File: config.mk
export PLATFORM = sky130hd
export DESIGN_NAME = siso_byte_arbiter
export DESIGN_NICKNAME = d
export VERILOG_FILES = /design/src/rtl/siso_byte_arbiter.sv
export SDC_FILE = /design/constraint.sdc
export NUM_CORES = 1
export LEC_CHECK = 0
export CORE_MARGIN = 3
export CORE_UTILIZATION = 45
export DETAILED_ROUTE_END_ITERATION = 8
export PLACE_DENSITY_LB_ADDON = 0.05
export SLEW_MARGIN = 10
export SYNTH_ARGS = -nofsm -noshare
export SYNTH_HDL_FRONTEND = slang
export SYNTH_SLANG_ARGS = --single-unit
export TNS_END_PERCENT = 10
File: constraint.sdc
create_clock -name CLK -period 1.4 [get_ports CLK]
set_input_delay 0.28 -clock CLK [delete_from_list [all_inputs] [get_ports CLK]]
set_output_delay 0.28 -clock CLK [all_outputs]
set_load 0.05 [all_outputs]
File: src/rtl/siso_byte_arbiter.sv
// Two-requester round-robin front end feeding one LSB-first parallel-to-serial shift chain.
// Optional even-parity trailer bit is enabled by defining SISO_PARITY_EN.
module siso_byte_arbiter #(
  parameter int WIDTH = 8
) (
  input  logic             CLK,
  input  logic             RESET,
  input  logic [WIDTH-1:0] I0,
  input  logic             I0_valid,
  output logic             I0_ready,
  input  logic [WIDTH-1:0] I1,
  input  logic             I1_valid,
  output logic             I1_ready,
  output logic             O,
  output logic             O_valid,
  input  logic             O_ready,
  output logic             O_first,
  output logic             O_last,
  output logic             grant,
  output logic             busy
);

  localparam int CW = $clog2(WIDTH);
  localparam logic [CW-1:0] CNT_MAX = CW'(WIDTH - 1);

`ifdef SISO_PARITY_EN
  typedef enum logic [1:0] {IDLE, SHIFT, PAR} state_t;
`else
  typedef enum logic [1:0] {IDLE, SHIFT} state_t;
`endif

  state_t           state;
  logic [WIDTH-1:0] sreg;
  logic [CW-1:0]    cnt;
  logic             last;
  logic             grant_q;
  logic             win;
  logic             any_valid;
  logic             accept;
`ifdef SISO_PARITY_EN
  logic             parity;
`endif

  // On a tie the requester that did not own the previous frame wins.
  always_comb begin
    win = 1'b0;
    if (I0_valid && I1_valid) win = ~last;
    else if (I1_valid)        win = 1'b1;
  end

  assign any_valid = I0_valid | I1_valid;
  assign accept    = (state == IDLE) && !RESET && any_valid;
  assign I0_ready  = accept && !win;
  assign I1_ready  = accept && win;
  assign grant     = grant_q;
  assign busy      = (state != IDLE);

  always_comb begin
    O       = 1'b0;
    O_valid = 1'b0;
    O_first = 1'b0;
    O_last  = 1'b0;
    case (state)
      SHIFT: begin
        O       = sreg[0];
        O_valid = 1'b1;
        O_first = (cnt == '0);
`ifndef SISO_PARITY_EN
        O_last  = (cnt == CNT_MAX);
`endif
      end
`ifdef SISO_PARITY_EN
      PAR: begin
        O       = parity;
        O_valid = 1'b1;
        O_last  = 1'b1;
      end
`endif
      default: ;
    endcase
  end

  // cnt returns to 0 when the data phase ends so it never passes WIDTH-1.
  always_ff @(posedge CLK) begin
    if (RESET) begin
      state   <= IDLE;
      sreg    <= '0;
      cnt     <= '0;
      last    <= 1'b1;
      grant_q <= 1'b0;
`ifdef SISO_PARITY_EN
      parity  <= 1'b0;
`endif
    end else begin
      case (state)
        IDLE: begin
          if (any_valid) begin
            sreg    <= win ? I1 : I0;
            grant_q <= win;
            last    <= win;
            cnt     <= '0;
            state   <= SHIFT;
`ifdef SISO_PARITY_EN
            parity  <= win ? ^I1 : ^I0;
`endif
          end
        end
        SHIFT: begin
          if (O_ready) begin
            sreg <= {1'b0, sreg[WIDTH-1:1]};
            if (cnt == CNT_MAX) begin
              cnt <= '0;
`ifdef SISO_PARITY_EN
              state <= PAR;
`else
              state <= IDLE;
`endif
            end else begin
              cnt <= cnt + CW'(1);
            end
          end
        end
`ifdef SISO_PARITY_EN
        PAR: begin
          if (O_ready) state <= IDLE;
        end
`endif
        default: state <= IDLE;
      endcase
    end
  end

endmodule

# Yosys cells after proc, flatten, opt, wreduce, memory -nomap -nowiden
# Index checks and enable logic that the tools add are counted.
# classes
addsub	1
n_eq_ne	5
mux	18
n_bitwise	2
reduce_logical	14
# op_table
op	n
$mux 8	3
$pmux 8 s2	1
$mux 3	3
$mux 1	6
$mux 2	3
$ne 2x2->1 const B	3
$pmux 3 s2	1
$reduce_and 3->1	2
$logic_and 1x1->1	5
$pmux 2 s2	1
$reduce_bool 2->1	2
$add 3x1->3 const B	1
$eq 3x3->1 const B	1
$logic_not 3->1	1
$eq 2x1->1 const B	1
$logic_not 1->1	2
$logic_not 2->1	1
$reduce_and 2->1	1
$not 1->1	1
$or 1x1->1	1
# totals
register_bits	15
in_bits	21
out_inout_bits	8
word_cells	45

# Logic depth before layout (Yosys ltp)
# depth
ltp_word	5
ltp_mapped	5
depth_no_buf	5

# Least setup slack after synthesis
# OpenSTA, ideal clock, no wires.
# synth_timing
path_type	reg-to-output
from	reg state[0]
to	out O_first
t_arrival_ns	1.839
required_ns	1.120
path_slack_ns	-0.719
stages_incl_launch_ff	6
path_buffers	3
cell_sequence	dfxtp_1 > buf_6 > buf_6 > buf_2 > nand2_1 > nor2_1
# synth_between
elab_chain_len	2
# synth_lines
item	line	text
start, declared	32	state_t state;
start signal, assigned	86	state <= IDLE;
start signal, assigned	102	state <= SHIFT;
start signal, assigned	116	state <= IDLE;
$eq 2x1->1	63	case (state)
$mux 1	63	
end, declared	17	output logic O_first,
# No other way between the ends.

# Worst setup path in the final report
# layout_timing
from	reg cnt[1]
to	out O_last
# layout_between
elab_chain_len	2
# layout_lines
item	line	text
start, declared	34	logic [CW-1:0] cnt;
start signal, assigned	119	cnt <= cnt + CW'(1);
$eq 3x3->1	69	O_last = (cnt == CNT_MAX);
$mux 1	63	
end, declared	18	output logic O_last,
# No other way between the ends.

==> impl_metrics.tcl <==
set metrics [dict create \
    hold-worst-slack_ns 0.5611 \
    synth_top_area_cell "dfxtp_1" \
    start_util 0.5038 \
    path_cells "ha_4 > ha_4 > and2_4 > buf_12" \
    holdCritPathClass "register to register" \
    ys_ff_latch 14 \
    cts-root-buf "clkbuf_4" \
    syn_area_per_cell_um2 9.553 \
    ir_drop_uv 470.9 \
    setup_ws_ns -0.1263 \
    routed_via_density 5.706 \
    critPathMaxFanout 2 \
    hold_depth 1 \
    setup_viol 4 \
    crit_path_end_kind "output port" \
    fmax_mhz 655.2 \
    swShare 0.2994 \
    hold_viol 0 \
    drcViolationCount 0 \
    rsz0062_at_grt "yes" \
    cts_made_buffers 3 \
    io_pins 29 \
    violations "setup timing" \
    cts.sinks 14 \
    cts_tree "done" \
    dp.cells 152 \
    clkTransAtPathRegs_ns 0.10 \
    io_buffers 28 \
    combinationalPowerShare 0.341 \
    crit_slowest_cell "dfxtp_2" \
    cp.required_ns 1.12 \
    synth_top_area_share 0.3056 \
    fin_total_pwr_mw 1.143 \
    core_mm2 0.001821 \
    p_sw_mw 0.3421 \
    yosysWarnings 0 \
    clkLatencyLatePin_ns 0.28 \
    worstSetupPathType "register to output port" \
    worst_pin_slew_ns 0.3530 \
    stdcell_count 160 \
    status "complete, but fails checks" \
    hold_path_end "last$_SDFFE_PP1P_" \
    min_period_ns 1.526 \
    yosysSeqAreaShare 0.3056 \
    vias 913 \
    critical_path.top_delay_family "flip-flops" \
    holdCritStartpoint "last$_SDFFE_PP1P_" \
    firstDrtPassIters 4 \
    die_y_um 51.15 \
    nNetsFinal 160 \
    grt_pass1_wl_um 4133 \
    crit_cells 4 \
    gr-total-overflow 0 \
    crit_top_cell "ha_4" \
    hpwlAfterDp_um 1707 \
    p_int_mw 0.8004 \
    syn-num-nets 120 \
    max-cap-violations 0 \
    maxSlewHeadroom 0.7634 \
    skew_ns 0.009526 \
    cts_hold_buf 0 \
    drv_slew 0 \
    cpPeakStageDelay_ns 0.36 \
    diodes 0 \
    design_area_mm2 0.001535 \
    wire_per_inst_um 16.19 \
    r2r-start "cnt[1]$_SDFFE_PP0P_" \
    reg2reg_depth 6 \
    grt_pass1_vias 910 \
    dpl-instance-area_mm2 0.001364 \
    drive_above_1_share 0.4296 \
    powerDensity_mw_per_mm2 744.2 \
    r2r-end "cnt[1]$_SDFFE_PP0P_" \
    synthTopCellsByArea "dfxtp_1 31%, mux2i_1 8.7%, mux2_4 6.5%" \
    die-area_mm2 0.002616 \
    track_usage 0.2113 \
    syn-cell-area_um2 917.1 \
    rows 15 \
    grt_antenna_before_repair 0 \
    syn_inst 96 \
    pwr-share-clk 0.261 \
    grt_max_degree 17 \
    p_leak_nw 0.5886 \
    final_antenna_net_count 0 \
    pwr-share-seq 0.398 \
    synth_cell_type_count 30 \
    wl_um 2590 \
    rrSetupSlack_ns 0.03 \
    start_kind "register" \
    gp_congestion 0.7869 \
    syn_to_final_growth_pct 67.39 \
    arrival_ns 1.25 \
    crit_buf_inv 1 \
    drtIter0Drc 12 \
    period_share 1.090 \
    die-width_um 51.15 \
    cts_buffer_depth 2 \
    htree_levels 1 \
]
==> what timing repair did <==
action / 4_1_cts / 5_1_grt
setup endpoints to repair: 5 / 7
pin swaps: 3 / 0
endpoints found under the hold margin: 0 / 0
setup buffers: 4 / 0
resized for setup: 28 / 3
==> how the worst max path moves through the flow <==
stage                                      end  slack (ns)                   from
after CTS                               O_last       -0.12    cnt[1]$_SDFFE_PP0P_
after global placement                I0_ready       -0.26               I1_valid
after global routing                    O_last       -0.15    cnt[1]$_SDFFE_PP0P_
after detailed placement  sreg[1]$_SDFFE_PP0P_       -0.33               I0_valid
after floorplan                       I0_ready       -0.10  state[0]$_SDFFE_PP0P_
final                                   O_last       -0.13    cnt[1]$_SDFFE_PP0P_
==> flip-flops by register name (all words and copies together) (netlist names) <==
name   flops
last       1
state      1
cnt        3
sreg       8
grant      1
==> stage by stage <==
stage / utilization / TNS, ns / worst slack [ns]
floorplan: - / -0.2370 / -0.1005
global placement: 0.7491 / -2.404 / -0.2568
detailed placement: 0.7491 / -2.869 / -0.3283
CTS: 0.8364 / -0.3082 / -0.1238
global route: 0.8433 / -0.4802 / -0.1533
finish: 0.8433 / -0.3019 / -0.1263
==> metal layers <==
metal  track usage  vias up  wire length (µm)
li1              -      434                 -
met1        0.2522      446              1062
met2        0.3798       31              1398
met3       0.03207        2               118
met4       0.07175        0                10
met5             0        -                 0
==> placed cells by master (no fill, tap or decap), types with 2 or more instances in the layout <==
cell and instances:
buf_6 5, buf_4 10, and2_4 2, nor4b_2 3, clkdlybuf4s50_1 17, dlygate4sd2_1 3
clkbuf_4 3, nor2_4 3, dfxtp_1 10, buf_12 9, nor2_1 3, a21oi_1 9
o21ai_0 3, dfxtp_2 3, ha_4 3, inv_4 2, nor4b_1 4, o22ai_1 7
mux2_2 3, nor2b_1 3, mux2_4 4, mux2i_1 8
==> power groups by stage <==
| stage | clock network (mW) | registers [mW] | logic [mW] |
|---|---|---|---|
| after floorplan | 0 | 0.462 | 0.194 |
| after global placement | 0 | 0.457 | 0.348 |
| after detailed placement | 0 | 0.459 | 0.355 |
| after CTS | 0.296 | 0.453 | 0.383 |
| after global routing | 0.318 | 0.460 | 0.410 |
| final | 0.298 | 0.455 | 0.389 |
==> cells by family (layout without fill, tap and decap cells) <==
logic type | Yosys count | after routing | share of synthesized area
fa+ha+maj | 3 | 3 | 0.04093
compound gates | 26 | 26 | 0.1773
mux | 16 | 16 | 0.2019
flops | 14 | 14 | 0.3056
simple gates | 25 | 25 | 0.1855
buf+inv | 12 | 51 | 0.08867
==> worst reg2reg max path: stages (launching register included) <==
cell,delay [ns]
dfxtp_2,0.38
buf_6,0.12
inv_4,0.03
ha_4,0.22
mux2_1,0.31
a22oi_2,0.15
nor2_1,0.06
==> synth_stat cells <==
master    instances
ha_1              3
mux2_4            4
a22oi_1           2
o21ai_1           1
a221o_1           1
nor2b_1           3
dfxtp_1          14
clkbuf_1          1
nor3b_1           1
buf_2             2
and2_1            3
nand2b_1          1
nor4b_1           5
buf_4             3
a311oi_1          1
nor3_2            1
a21boi_2          1
mux2_2            3
o22ai_1           7
nand2_1           2
buf_6             3
nand3_1           1
inv_1             3
a21oi_1           9
nor2_1            6
mux2i_1           8
o21ai_2           1
nor4b_2           2
mux2_1            1
o21ai_0           3
==> cell type report <==
| cell class | count | area (µm²) |
|---|---|---|
| fill | 105 | 285.3 |
| sequential | 14 | 287.8 |
| inverter | 3 | 16.27 |
| timing repair buffer | 44 | 508.0 |
| multi-input combinational | 70 | 655.6 |
| clock buffer | 4 | 36.28 |
| tap | 25 | 31.28 |
No activity file was read; power rests on OpenSTA's default activity.
